--- config.mk ---
export PLATFORM = sky130hd
export DESIGN_NAME = fpu_bus_arbiter
export DESIGN_NICKNAME = d
export VERILOG_FILES = /design/src/rtl/fpu_bus_pkg.sv /design/src/rtl/fpu_bus_mux.sv /design/src/rtl/fpu_bus_arbiter.sv
export SDC_FILE = /design/constraint.sdc
export NUM_CORES = 1
export LEC_CHECK = 0
export ABC_AREA = 1
export CAP_MARGIN = 20
export CORE_AREA = 2 2 69 71
export DETAILED_ROUTE_END_ITERATION = 10
export DIE_AREA = 0 0 71 73
export DONT_BUFFER_PORTS = 1
export PLACE_DENSITY = 0.49
export SLEW_MARGIN = 10
export SYNTH_ARGS = -nofsm -noshare
export SYNTH_HDL_FRONTEND = slang
export SYNTH_SLANG_ARGS = --single-unit
--- constraint.sdc ---
create_clock -name clk -period 1.6 [get_ports clk]
set_clock_uncertainty 0.2 [all_clocks]
set_input_delay 0.24 -clock clk [delete_from_list [all_inputs] [get_ports clk]]
set_output_delay 0.24 -clock clk [all_outputs]
set_load 0.1 [all_outputs]
--- src/rtl/fpu_bus_pkg.sv ---
// Shared definitions for the CPU/FPU memory-port arbiter.
//   - Default bus widths and arbitration limits.
//   - Arbiter FSM state encoding.
//   - Owner codes reported on arb_owner and used to steer the bus mux.
package fpu_bus_pkg;

    localparam int unsigned DEF_ADDR_W        = 20;
    localparam int unsigned DEF_DATA_W        = 16;
    localparam int unsigned DEF_MAX_FPU_BURST = 5;  // 80-bit operand = 5 words
    localparam int unsigned DEF_STARVE_LIMIT  = 8;

    typedef enum logic [1:0] {
        StIdle    = 2'd0,
        StCpu     = 2'd1,
        StFpu     = 2'd2,
        StHandoff = 2'd3
    } arb_state_t;

    localparam logic [1:0] OWNER_IDLE = 2'b00;
    localparam logic [1:0] OWNER_CPU  = 2'b01;
    localparam logic [1:0] OWNER_FPU  = 2'b10;

    // HANDOFF reports idle: nobody drives the bus during the dead cycle.
    function automatic logic [1:0] owner_of(arb_state_t st);
        unique case (st)
            StCpu:   return OWNER_CPU;
            StFpu:   return OWNER_FPU;
            default: return OWNER_IDLE;
        endcase
    endfunction

endpackage

--- src/rtl/fpu_bus_mux.sv ---
// Combinational owner select for the shared memory port.
//   owner          : current bus owner code (idle / CPU / FPU)
//   cpu_m_*        : CPU master request and qualifiers
//   fpu_m_*        : FPU master request and qualifiers
//   mem_*  (out)   : memory port, all zero when nobody owns the bus
//   mem_ack        : memory ack, steered only to the owning master
//   *_m_data_in    : read data fanned out to both masters
module fpu_bus_mux
    import fpu_bus_pkg::*;
#(
    parameter int unsigned ADDR_W = DEF_ADDR_W,
    parameter int unsigned DATA_W = DEF_DATA_W
) (
    input  logic [1:0]        owner,

    input  logic [ADDR_W-1:0] cpu_m_addr,
    input  logic [DATA_W-1:0] cpu_m_data_out,
    input  logic              cpu_m_access,
    input  logic              cpu_m_wr_en,
    input  logic [1:0]        cpu_m_bytesel,
    output logic              cpu_m_ack,
    output logic [DATA_W-1:0] cpu_m_data_in,

    input  logic [ADDR_W-1:0] fpu_m_addr,
    input  logic [DATA_W-1:0] fpu_m_data_out,
    input  logic              fpu_m_access,
    input  logic              fpu_m_wr_en,
    input  logic [1:0]        fpu_m_bytesel,
    output logic              fpu_m_ack,
    output logic [DATA_W-1:0] fpu_m_data_in,

    output logic [ADDR_W-1:0] mem_addr,
    output logic [DATA_W-1:0] mem_data_out,
    output logic              mem_access,
    output logic              mem_wr_en,
    output logic [1:0]        mem_bytesel,
    input  logic              mem_ack,
    input  logic [DATA_W-1:0] mem_data_in
);

    always_comb begin
        mem_addr     = '0;
        mem_data_out = '0;
        mem_access   = 1'b0;
        mem_wr_en    = 1'b0;
        mem_bytesel  = 2'b00;
        cpu_m_ack    = 1'b0;
        fpu_m_ack    = 1'b0;
        unique case (owner)
            OWNER_CPU: begin
                mem_addr     = cpu_m_addr;
                mem_data_out = cpu_m_data_out;
                mem_access   = cpu_m_access;
                mem_wr_en    = cpu_m_wr_en;
                mem_bytesel  = cpu_m_bytesel;
                cpu_m_ack    = mem_ack;
            end
            OWNER_FPU: begin
                mem_addr     = fpu_m_addr;
                mem_data_out = fpu_m_data_out;
                mem_access   = fpu_m_access;
                mem_wr_en    = fpu_m_wr_en;
                mem_bytesel  = fpu_m_bytesel;
                fpu_m_ack    = mem_ack;
            end
            default: ;
        endcase
    end

    // Only the acked master samples read data, so both can share it.
    assign cpu_m_data_in = mem_data_in;
    assign fpu_m_data_in = mem_data_in;

endmodule

--- src/rtl/fpu_bus_arbiter.sv ---
// Arbiter sharing the 16-bit memory port between the CPU and the 8087 FPU.
//   clk, reset_n         : clock, asynchronous active-low reset
//   cpu_m_*              : CPU master (access held until ack)
//   fpu_bus_request      : FPU bus request level
//   fpu_bus_grant        : registered FPU ownership
//   fpu_m_*              : FPU master, same protocol as CPU
//   mem_*                : shared memory port
//   arb_owner            : 00 idle, 01 CPU, 10 FPU
// CPU has priority; an FPU burst yields at a word boundary once MAX_FPU_BURST words
// are done and the CPU is waiting; after STARVE_LIMIT CPU wins over a waiting FPU the
// FPU is given priority.
module fpu_bus_arbiter
    import fpu_bus_pkg::*;
#(
    parameter int unsigned ADDR_W        = DEF_ADDR_W,
    parameter int unsigned DATA_W        = DEF_DATA_W,
    parameter int unsigned MAX_FPU_BURST = DEF_MAX_FPU_BURST,
    parameter int unsigned STARVE_LIMIT  = DEF_STARVE_LIMIT
) (
    input  logic              clk,
    input  logic              reset_n,

    input  logic [ADDR_W-1:0] cpu_m_addr,
    input  logic [DATA_W-1:0] cpu_m_data_out,
    input  logic              cpu_m_access,
    input  logic              cpu_m_wr_en,
    input  logic [1:0]        cpu_m_bytesel,
    output logic              cpu_m_ack,
    output logic [DATA_W-1:0] cpu_m_data_in,

    input  logic              fpu_bus_request,
    output logic              fpu_bus_grant,
    input  logic [ADDR_W-1:0] fpu_m_addr,
    input  logic [DATA_W-1:0] fpu_m_data_out,
    input  logic              fpu_m_access,
    input  logic              fpu_m_wr_en,
    input  logic [1:0]        fpu_m_bytesel,
    output logic              fpu_m_ack,
    output logic [DATA_W-1:0] fpu_m_data_in,

    output logic [ADDR_W-1:0] mem_addr,
    output logic [DATA_W-1:0] mem_data_out,
    output logic              mem_access,
    output logic              mem_wr_en,
    output logic [1:0]        mem_bytesel,
    input  logic              mem_ack,
    input  logic [DATA_W-1:0] mem_data_in,

    output logic [1:0]        arb_owner
);

    // Burst counter needs headroom for burst_q + 1 before saturation.
    localparam int unsigned BURST_W  = $clog2(MAX_FPU_BURST + 2);
    localparam int unsigned STARVE_W = $clog2(STARVE_LIMIT + 1);
    localparam logic [BURST_W-1:0]  BURST_MAX  = BURST_W'(MAX_FPU_BURST);
    localparam logic [STARVE_W-1:0] STARVE_MAX = STARVE_W'(STARVE_LIMIT);

    arb_state_t          state_q, state_d;
    logic                grant_q, grant_d;
    logic [BURST_W-1:0]  burst_q, burst_d;
    logic [STARVE_W-1:0] starve_q, starve_d;

    logic [BURST_W-1:0]  burst_inc;
    logic                burst_last;
    logic                fpu_starved;

    assign burst_inc   = burst_q + BURST_W'(1);
    assign burst_last  = (burst_inc >= BURST_MAX);
    assign fpu_starved = (starve_q >= STARVE_MAX);

    always_comb begin
        state_d  = state_q;
        burst_d  = burst_q;
        starve_d = starve_q;
        unique case (state_q)
            StIdle: begin
                // A saturated starve count only blocks the CPU if the FPU is
                // actually asking; otherwise the CPU could never be served again.
                if (cpu_m_access && !(fpu_starved && fpu_bus_request)) begin
                    state_d = StCpu;
                    if (fpu_bus_request) begin
                        starve_d = starve_q + STARVE_W'(1);
                    end
                end else if (fpu_bus_request) begin
                    state_d  = StFpu;
                    starve_d = '0;
                end
            end
            StCpu: begin
                if (mem_ack) begin
                    state_d = StIdle;
                end
            end
            StFpu: begin
                if (mem_ack) begin
                    burst_d = burst_last ? BURST_MAX : burst_inc;
                    if ((burst_last && cpu_m_access) || !fpu_bus_request) begin
                        state_d = StHandoff;
                    end
                end else if (!fpu_bus_request && !fpu_m_access) begin
                    // Request drops mid-access are held off until the ack above.
                    state_d = StHandoff;
                end
            end
            StHandoff: begin
                state_d = StIdle;
                burst_d = '0;
            end
            default: begin
                state_d = StIdle;
            end
        endcase
    end

    assign grant_d = (state_d == StFpu);

    always_ff @(posedge clk or negedge reset_n) begin
        if (!reset_n) begin
            state_q  <= StIdle;
            grant_q  <= 1'b0;
            burst_q  <= '0;
            starve_q <= '0;
        end else begin
            state_q  <= state_d;
            grant_q  <= grant_d;
            burst_q  <= burst_d;
            starve_q <= starve_d;
        end
    end

    assign fpu_bus_grant = grant_q;
    assign arb_owner     = owner_of(state_q);

    fpu_bus_mux #(
        .ADDR_W (ADDR_W),
        .DATA_W (DATA_W)
    ) u_mux (
        .owner          (arb_owner),
        .cpu_m_addr     (cpu_m_addr),
        .cpu_m_data_out (cpu_m_data_out),
        .cpu_m_access   (cpu_m_access),
        .cpu_m_wr_en    (cpu_m_wr_en),
        .cpu_m_bytesel  (cpu_m_bytesel),
        .cpu_m_ack      (cpu_m_ack),
        .cpu_m_data_in  (cpu_m_data_in),
        .fpu_m_addr     (fpu_m_addr),
        .fpu_m_data_out (fpu_m_data_out),
        .fpu_m_access   (fpu_m_access),
        .fpu_m_wr_en    (fpu_m_wr_en),
        .fpu_m_bytesel  (fpu_m_bytesel),
        .fpu_m_ack      (fpu_m_ack),
        .fpu_m_data_in  (fpu_m_data_in),
        .mem_addr       (mem_addr),
        .mem_data_out   (mem_data_out),
        .mem_access     (mem_access),
        .mem_wr_en      (mem_wr_en),
        .mem_bytesel    (mem_bytesel),
        .mem_ack        (mem_ack),
        .mem_data_in    (mem_data_in)
    );

endmodule

# Yosys cells after proc, flatten, opt, wreduce, memory -nomap -nowiden
# Cells that the tools add are included.
[word_totals]
out_inout_bits = 77
inputBits = 100
reg_bits = 10
[classes]
add_sub_neg = 2
eq_ne = 7
muxes = 21
reduce_logical = 12
order_cmp = 2
[ops]
columns = ["operator", "n"]
rows = [
  ["$pmux W20 S2", 1],
  ["$pmux W16 S2", 1],
  ["$mux W2", 6],
  ["$mux W4", 3],
  ["$eq A2 B2 Y1 const B", 4],
  ["$pmux W2 S2", 2],
  ["$pmux W2 S4", 1],
  ["$mux W3", 2],
  ["$pmux W3 S2", 1],
  ["$add A4 B1 Y4 const B", 1],
  ["$eq A2 B1 Y1 const B", 2],
  ["$ge A4 B4 Y1 const B", 1],
  ["$logic_and A1 B1 Y1", 4],
  ["$pmux W1 S2", 2],
  ["$reduce_and A2 Y1", 2],
  ["$add A3 B1 Y3 const B", 1],
  ["$ge A3 B3 Y1 const B", 1],
  ["$logic_not A1 Y1", 3],
  ["$logic_not A2 Y1", 1],
  ["$mux W1", 2],
  ["$ne A2 B2 Y1 const B", 1],
  ["$reduce_bool A2 Y1", 1],
  ["$logic_or A1 B1 Y1", 1],
]

# Longest topological paths before layout
# Gate-level depths: netlist of the first run.
[logic_depth]
depth_word = 8
depth_mapped = 8
ltp_nobuf = 8

# Cells and area by module
# Synthesis of the first run repeated with hierarchy kept, for this count alone.
[hier_totals]
cells_unflattened = 240
hier_area_um2 = 1432.6
[modules_own_cells]
columns = ["module", "n_inst", "cells_per_inst", "area_each_um2"]
rows = [
  ["fpu_bus_mux", 1, 174, 892.1],
  ["fpu_bus_arbiter", 1, 66, 540.5],
]

# Worst setup path before layout of the first run
# No wires, ideal clock.
[synth_timing]
path_type = "register to output"
from = "register state_q[1]"
to = "output port mem_access"
path_stages_with_launch = 7
t_arrival_ns = 2.465
path_slack_ns = -1.305
n_path_buf = 2
path_cell_list = "dfrtp_1 -> inv_1 -> ha_1 -> buf_2 -> buf_4 -> nand2_1 -> a21oi_1"
[synth_between]
elab_chain_cells = 4
word_cells_on_any_way = 6
cone_classes = "eq/ne (4); mux (2)"
[synth_rtl]
columns = ["element", "line_no", "text"]
rows = [
  ["start, declared", "fpu_bus_arbiter.sv:58", "arb_state_t state_q, state_d;"],
  ["start signal, assigned", "fpu_bus_arbiter.sv:119", "state_q <= StIdle;"],
  ["start signal, assigned", "fpu_bus_arbiter.sv:124", "state_q <= state_d;"],
  ["$eq A2 B2 Y1 or $eq A2 B1 Y1 (tied branches)", "fpu_bus_pkg.sv:25", "unique case (st)"],
  ["$pmux W2 S2 (*)", "fpu_bus_pkg.sv:25", ""],
  ["$eq A2 B2 Y1 or $eq A2 B1 Y1 (tied branches)", "fpu_bus_mux.sv:49", "unique case (owner)"],
  ["$pmux W1 S2 (*)", "fpu_bus_mux.sv:49", ""],
  ["end, declared", "fpu_bus_arbiter.sv:43", "output logic mem_access,"],
]
# Mark *: on every way between the ends. The rest lies on a longest branch, timed or not.

# Final worst setup path of the first run
[layout_timing]
from = "register state_q[0]"
to = "output port mem_addr[3]"
[layout_between]
elab_chain_cells = 4
word_cells_on_any_way = 6
cone_classes = "eq/ne (4); mux (2)"
[layout_rtl]
columns = ["element", "line_no", "text"]
rows = [
  ["$eq A2 B2 Y1 or $eq A2 B1 Y1 (tied branches)", "fpu_bus_pkg.sv:25", ""],
  ["$pmux W2 S2 (*)", "fpu_bus_pkg.sv:25", ""],
  ["$eq A2 B2 Y1 or $eq A2 B1 Y1 (tied branches)", "fpu_bus_mux.sv:49", ""],
  ["$pmux W20 S2 (*)", "fpu_bus_mux.sv:49", ""],
  ["end, declared", "fpu_bus_arbiter.sv:41", "output logic [ADDR_W-1:0] mem_addr,"],
]
# Marks and branches as above.

==> reports/qor.csv, run 1 <==
metric;value;unit
outcome;finished, violations left;
violations;setup timing;
final_common_cell;nand2_1;
grt_max_degree;22;
synth_edf_count;0;
routed_wirelength;5350;um
pin_count;177;
wl_per_cell;16.3;um
drt_iter0_drc;51;
dp.cells;314;
antenna_left;0;
fin_nets;388;
drc;0;
grt_usage;19.6;%
final_cell_mix;nand2_1, buf_12, a21oi_4, nand2_2, inv_1;
grt-ovfl-total;0;
cpMaxStageDelayCell;dfrtp_1;
grt_pass1_vias;1740;
cp_common_cell;buf_12;
worst_setup_path_start_kind;register;
seq_area_frac_synth;16.5;%
fin_util;68.7;%
start_util;33.4;%
fin_crit_sh;127;%
synth_area;1510;um2
drt-vias-per-instance;5.16;
gp_congestion;0.912;
avgSynthCellArea;6.05;um2
clock_sinks;10;
required;1.16;ns
drive_above_1_share;54.2;%
async_flop_share;100;%
dieArea;5180;um2
crit_path_end_kind;primary output;
period_minus_slack;2.03;ns
cap_violations;0;
max-slew-margin-rel;66.9;%
worst_pin_slew;0.495;ns
cts_buffer_depth;2;
worst_hold_path_type;in2reg;
path_clk_slew;0.05;ns
critPathTopFamily;buffers and inverters;
diodes;0;
crit_type;reg2out;
layoutNonFillerInstCount;329;
syn_nets;361;
cp_max_fo;15;
hpwlAfterDp;4010;um
io_buffers;0;
drv_slew;0;
cts_tree;done;
worstPathArrival;1.59;ns
postSynthCellCount;250;
htreeDepth;1;
hold_violations;0;
antenna_found_initial;0;
critical_path_buf_inv_count;3;
grt_pass1_wl;8230;um
setup_viol;48;
synth-main-ff-cell;dfrtp_1;
routed-via-count;1697;
clock-root-buffer;clkbuf_8;
tritoncts.num_buffers;3;
row_count;25;
max_stage_delay;0.40;ns
rsz0062_at_grt;true;
dr.pass1.iters;4;
timing.fmax;492;MHz
syn_to_final_growth;106;%
pre_cts_slack;-0.230;ns
clk_latency;0.24;ns
ys_warn_count;0;
core_region_area;4540;um2
post-route-worst-setup-slack;-0.432;ns
fillers;349;
setup_tns;-17.33;ns
die_x;71;um
critical_path.cell_chain;inv_2, ha_4, buf_12, nand2_1, a21oi_4, buf_12;
ys_types;21;
synth_seq_cells;10;
chipHeight;73;um
## routing by layer
layer / GRT usage [%] / vias to the layer above / share of wire, %
li1: - / 807 / -
met1: 21.8 / 803 / 35
met2: 37.3 / 77 / 56
met3: 3.45 / 10 / 7.1
met4: 7.34 / 0 / 1.5
met5: 0 / - / 0
## sequential cells by signal, summed over array words and instances, names as in the netlist
signal,count
burst_q,3
state_q,2
fpu_bus_grant,1
starve_q,4
## kinds of logic (layout without fill, tap and decap cells)
logic type	after synthesis	after routing	synth area share (%)
adders and majority gates	11	11	9.10
buffers and inverters	68	93	27.0
xor gates and xnor gates	1	1	0.579
DFF	10	10	16.5
and+or+nand+nor	105	105	27.3
AOI/OAI and AO/OA	55	55	19.4
## tightest hold or removal path: cells and delay by family
family,cells,cell delay [ns]
AND/OR/NAND/NOR,1,0.05
AO/OA/AOI/OAI,2,0.14
## area by class of cell
cell class	instances	area, um2	share of cell area [%]
multi-input cells	172	1450	46.4
flip-flops and latches	10	250	8.03
clock buffers	3	41.3	1.32
well taps	54	67.6	2.17
inverters	22	96.3	3.09
repair buffers	68	1210	39.0
## path summary, 6_finish.rpt
| check | start | end | slack (ns) | depth (start not counted) |
|---|---|---|---|---|
| max reg2reg | state_q[0] | fpu_bus_grant | -0.09 | 9 |
| max in group asynchronous | reset_n | starve_q[1] | 0.67 | 1 |
| min | mem_ack | burst_q[1] | 0.03 | 3 |
| max | state_q[0] | mem_addr[3] | -0.43 | 6 |
| min reg2reg | burst_q[1] | burst_q[1] | 0.36 | 2 |
| min in group asynchronous | reset_n | state_q[1] | 0.20 | 1 |
## cell usage after synthesis (2+ instances only)
master | instances | share of area [%]
nand2_2 | 3 | 1.2
o21ai_0 | 4 | 1.3
a21oi_2 | 2 | 1.2
nor2_1 | 4 | 0.99
o22ai_1 | 2 | 0.83
buf_2 | 2 | 0.66
buf_4 | 40 | 20
inv_1 | 20 | 5.0
ha_1 | 11 | 9.1
nand2_1 | 93 | 23
dfrtp_1 | 10 | 17
clkbuf_1 | 4 | 0.99
a21oi_1 | 44 | 15
nand3_1 | 4 | 1.3
## per-stage QoR
stage,area (um2),hold slack (ns)
3_3_place_gp,2750,-0.255
2_1_floorplan,2090,-0.256
5_1_grt,3120,0.0603
3_5_place_dp,2750,-0.255
6_report,3120,0.0327
4_1_cts,3090,0.0241
## timing repair
item | in CTS | in global routing
setup buffers | 10 | 4
endpoints found under the setup margin | 46 | 50
hold endpoints to repair | 11 | 0
gates cloned | 3 | 0
pin swaps | 12 | 2
resized for setup | 40 | 10
hold buffers | 2 | 0
Power of run 1 is left out: the tool's default activity adds up to more than one toggle a clock period on the data nets, which glitch-free logic cannot reach.
==> run 2: changes to the inputs <==
--- a/config.mk
+++ b/config.mk
@@ -7,11 +7,14 @@
 export LEC_CHECK = 0
 export ABC_AREA = 1
 export CAP_MARGIN = 20
-export CORE_AREA = 2 2 69 71
+export CELL_PAD_IN_SITES_DETAIL_PLACEMENT = 2
+export CELL_PAD_IN_SITES_GLOBAL_PLACEMENT = 2
+export CORE_ASPECT_RATIO = 0.8
+export CORE_MARGIN = 1
+export CORE_UTILIZATION = 24
 export DETAILED_ROUTE_END_ITERATION = 10
-export DIE_AREA = 0 0 71 73
 export DONT_BUFFER_PORTS = 1
-export PLACE_DENSITY = 0.49
+export PLACE_DENSITY = 0.75
 export SLEW_MARGIN = 10
 export SYNTH_ARGS = -nofsm -noshare
 export SYNTH_HDL_FRONTEND = slang
==> run 2 against run 1 <==
The flow still finishes with violations (setup timing). Cell area is 11% higher. Hold slack got worse by 0.0095 ns. Non-clock buffer count increased by 16. Critical path type unchanged.
==> reports/qor.csv, run 2 (synthesis results as in run 1) <==
metric;value;unit;change
fin_crit_sh;136;%;was 127%
required;1.16;ns;about the same
routed-via-count;1915;;was 1697
worst_pin_slew;0.543;ns;was 0.495 ns
worst_hold_path_type;in2reg;;unchanged
final_common_cell;nand2_1;;unchanged
rsz0062_at_grt;true;;unchanged
die_x;90.8;um;was 71 um
clock_sinks;10;;unchanged
clk_latency;0.26;ns;was 0.24 ns
worst_setup_path_start_kind;register;;unchanged
drv_slew;0;;unchanged
setup_tns;-24.79;ns;was -17.33 ns
core_region_area;6010;um2;was 4540 um2
max-slew-margin-rel;63.7;%;was 66.9%
pin_count;177;;unchanged
grt_pass1_wl;12600;um;was 8230 um
gp_congestion;0.787;;was 0.912
pre_cts_slack;-0.324;ns;was -0.230 ns
antenna_left;0;;unchanged
cp_max_fo;8;;was 15
antenna_found_initial;0;;unchanged
cap_violations;0;;unchanged
setup_viol;50;;was 48
fillers;557;;was 349
worstPathArrival;1.74;ns;was 1.59 ns
diodes;0;;unchanged
period_minus_slack;2.18;ns;was 2.03 ns
cts_tree;done;;unchanged
row_count;25;;unchanged
grt-ovfl-total;0;;unchanged
drt_iter0_drc;47;;was 51
hold_violations;0;;unchanged
start_util;25.2;%;was 33.4%
syn_to_final_growth;129;%;was 106%
grt_usage;25.2;%;was 19.6%
met1_usage;28.0;%;was 21.8%
whs_path_depth;2;;was 3
chipHeight;73.0;um;was 73 um
grt_max_degree;23;;was 22
crit_start;state_q[0];;unchanged
worstHoldStart;cpu_m_access;;was mem_ack
r2r-start;state_q[0];;unchanged
drc;0;;unchanged
outcome;finished, violations left;;unchanged
grt_pass1_vias;2065;;was 1740
post-route-worst-setup-slack;-0.582;ns;was -0.432 ns
reg_top3;starve_q: 4 flops, burst_q: 3 flops, state_q: 2 flops;;unchanged
dr.pass1.iters;4;;unchanged
drive_above_1_share;60.1;%;was 54.2%
hpwlAfterDp;5270;um;was 4010 um
largest_register_ffs;4;;unchanged
fin_nets;404;;was 388
use_met3;5.31;%;was 3.45%
io_buffers;0;;unchanged
largest-register;starve_q;;unchanged
wl_per_cell;27.7;um;was 16.3 um
path_clk_slew;0.06;ns;was 0.05 ns
hold_ws;0.0232;ns;was 0.0327 ns
timing.fmax;458;MHz;was 492 MHz
globalRouteMet2Util;51.2;%;was 37.3%
dieArea;6630;um2;was 5180 um2
crit_path_end_kind;primary output;;unchanged
violations;setup timing;;unchanged
cts_buffer_depth;2;;unchanged
reg2reg_depth;12;;was 9
crit_type;reg2out;;unchanged
tritoncts.num_buffers;3;;unchanged
drt-vias-per-instance;5.15;;was 5.16
top_usage_layer;met2;;unchanged
clock-root-buffer;clkbuf_8;;unchanged
routed_wirelength;10300;um;was 5350 um
final_cell_mix;nand2_1, buf_12, a21oi_4, nand2_2, buf_4;;was nand2_1, buf_12, a21oi_4, nand2_2, inv_1
htreeDepth;1;;unchanged
## run 2: worst max-delay path: stages (launching register included)
cell     delay (ns)
dfrtp_1        0.39
inv_2          0.10
ha_4           0.18
buf_12         0.13
buf_12         0.13
nand2_1        0.14
a21oi_4        0.21
buf_12         0.19
## run 2: final timing paths
kind | endpoint | slack [ns]
min | starve_q[2] | 0.02
max | mem_data_out[4] | -0.58
min reg2reg | burst_q[1] | 0.41
max reg2reg | state_q[0] | -0.39
max in group asynchronous | state_q[1] | 0.60
min in group asynchronous | fpu_bus_grant | 0.21
## run 2: layer usage
layer	share of wire [%]	up-vias	wire length, um
met5	0	-	0
met4	2.8	0	290
met3	6.3	22	650
met2	54	117	5600
met1	36	936	3750
li1	-	840	-
## run 2: cell type report
cell class / instances / area (um2) / share of cell area (%)
clock buffers: 3 / 41.3 / 1.19
inverters: 22 / 108 / 3.10
multi-input cells: 172 / 1510 / 43.4
flip-flops and latches: 10 / 251 / 7.26
well taps: 81 / 101 / 2.92
repair buffers: 84 / 1460 / 42.1
## run 2: timing repair
action / 4_1_cts / 5_1_grt
hold buffers: 1 / 0
setup endpoints to repair: 50 / 52
pin swaps: 23 / 10
setup buffers: 13 / 4
gates cloned: 7 / 0
hold endpoints to repair: 10 / 0
resized for setup: 58 / 15
## run 2: through the flow
step	instances	util [%]	cell area (um2)
global placement	346	47.1	2830
global route	372	57.7	3470
floorplan	250	-	2090
CTS	369	56.5	3400
detailed placement	346	47.1	2830
finish	372	57.7	3470
Power of run 2 is left out for the same reason.
==> run 3: changes to the inputs <==
--- a/config.mk
+++ b/config.mk
@@ -7,11 +7,11 @@
 export LEC_CHECK = 0
 export ABC_AREA = 1
 export CAP_MARGIN = 20
-export CELL_PAD_IN_SITES_DETAIL_PLACEMENT = 2
-export CELL_PAD_IN_SITES_GLOBAL_PLACEMENT = 2
+export CELL_PAD_IN_SITES_DETAIL_PLACEMENT = 0
+export CELL_PAD_IN_SITES_GLOBAL_PLACEMENT = 1
 export CORE_ASPECT_RATIO = 0.8
 export CORE_MARGIN = 1
-export CORE_UTILIZATION = 24
+export CORE_UTILIZATION = 34
 export DETAILED_ROUTE_END_ITERATION = 10
 export DONT_BUFFER_PORTS = 1
 export PLACE_DENSITY = 0.75
==> run 3 against run 2 <==
The run still ends with setup timing left. Core utilization is 16 points higher. Hold slack got worse by 0.0059 ns. Clock-buffer cell count is 1 higher.
==> reports/qor.csv, run 3 (synthesis results as in run 1) <==
metric;value;unit;change
outcome;finished, violations left;;unchanged
violations;setup timing;;unchanged
drv_slew;0;;unchanged
routed_wirelength;5240;um;was 10300 um
chipHeight;61.7;um;was 73.0 um
clk_latency;0.24;ns;was 0.26 ns
worst_setup_path_start_kind;register;;unchanged
worst_pin_slew;0.453;ns;was 0.543 ns
syn_to_final_growth;106;%;was 129%
cap_violations;0;;unchanged
cts_buffer_depth;2;;unchanged
reg_top3;starve_q: 4 flops, burst_q: 3 flops, state_q: 2 flops;;unchanged
final_common_cell;nand2_1;;unchanged
drt_iter0_drc;56;;was 47
grt_pass1_vias;1625;;was 2065
core_region_area;4230;um2;was 6010 um2
clock_sinks;10;;unchanged
tritoncts.num_buffers;3;;unchanged
hpwlAfterDp;4040;um;was 5270 um
hold_violations;0;;unchanged
largest_register_ffs;4;;unchanged
diodes;0;;unchanged
drc;0;;unchanged
timing.fmax;492;MHz;was 458 MHz
fillers;324;;was 557
row_count;21;;was 25
grt_max_degree;17;;was 23
die_x;76.6;um;was 90.8 um
drt-vias-per-instance;5.12;;was 5.15
worstPathArrival;1.59;ns;was 1.74 ns
fin_util;73.5;%;was 57.7%
setup_viol;47;;was 50
antenna_left;0;;unchanged
fin_nets;390;;was 404
dieArea;4720;um2;was 6630 um2
htreeDepth;1;;unchanged
max-slew-margin-rel;69.7;%;was 63.7%
pin_count;177;;unchanged
dr.pass1.iters;4;;unchanged
layoutNonFillerInstCount;335;;was 372
worst_hold_path_type;in2reg;;unchanged
grt_pass1_wl;7650;um;was 12600 um
period_minus_slack;2.03;ns;was 2.18 ns
io_buffers;0;;unchanged
required;1.16;ns;about the same
crit_type;reg2out;;unchanged
antenna_found_initial;0;;unchanged
fin_crit_sh;127;%;was 136%
drive_above_1_share;54.3;%;was 60.1%
cts_tree;done;;unchanged
path_clk_slew;0.05;ns;was 0.06 ns
grt-ovfl-total;0;;unchanged
crit_path_end_kind;primary output;;unchanged
post-route-worst-setup-slack;-0.430;ns;was -0.582 ns
final_cell_mix;nand2_1, buf_12, a21oi_4, nand2_2, inv_1;;was nand2_1, buf_12, a21oi_4, nand2_2, buf_4
clock-root-buffer;clkbuf_8;;unchanged
routed-via-count;1714;;was 1915
grt_usage;20.7;%;was 25.2%
gp_congestion;0.865;;was 0.787
wl_per_cell;15.6;um;was 27.7 um
start_util;35.8;%;was 25.2%
rsz0062_at_grt;true;;unchanged
cp_max_fo;15;;was 8
largest-register;starve_q;;unchanged
dp.cells;321;;was 346
==> run 3: critical path, cell delays in order (launching register included) <==
cell and delay, ns:
dfrtp_1 0.40, inv_2 0.12, ha_4 0.20, buf_16 0.17, nand2_1 0.10, a21oi_4 0.17
buf_12 0.19
==> run 3: worst paths after layout <==
path	from	to	slack [ns]	cells past startpoint
max	state_q[0]	mem_data_out[10]	-0.43	6
min	cpu_m_access	starve_q[2]	0.02	2
max reg2reg	state_q[1]	burst_q[0]	-0.04	6
min reg2reg	starve_q[3]	starve_q[3]	0.35	2
max in group asynchronous	reset_n	state_q[1]	0.68	1
min in group asynchronous	reset_n	state_q[0]	0.19	1
==> run 3: what timing repair did <==
item / CTS / global route
cloned: 2 / 0
setup endpoints to repair: 47 / 50
pin swaps: 2 / 4
hold buffers: 1 / 0
hold endpoints to repair: 10 / 0
setup buffers: 5 / 2
resized for setup: 22 / 25
==> run 3: layout make-up <==
class | instances | area [um2] | share of cell area, %
Multi-Input combinational cell | 172 | 1430 | 45.8
Timing Repair Buffer | 70 | 1210 | 38.9
Sequential cell | 10 | 251 | 8.09
Inverter | 22 | 98.8 | 3.18
Tap cell | 57 | 71.3 | 2.29
Clock buffer | 4 | 55.1 | 1.77
==> run 3: per-stage QoR <==
stage	worst slack, ns	hold WS (ns)	TNS [ns]	cell area, um2
4_1_cts	-0.439	0.00881	-16.99	3020
6_report	-0.430	0.0173	-17.19	3110
2_1_floorplan	-0.411	-0.256	-17.90	2090
3_3_place_gp	-0.259	-0.255	-8.87	2770
5_1_grt	-0.494	0.0286	-20.16	3110
3_5_place_dp	-0.274	-0.255	-9.81	2770
==> run 3: per-layer routing <==
metal  up-vias  track usage (%)  routed length [um]
li1        813                -                   -
met1       793             25.1                2040
met2       106             37.8                2690
met3         2             6.52                 479
met4         0             2.47                  27
met5         -                0                   0
Power of run 3 is left out for the same reason.
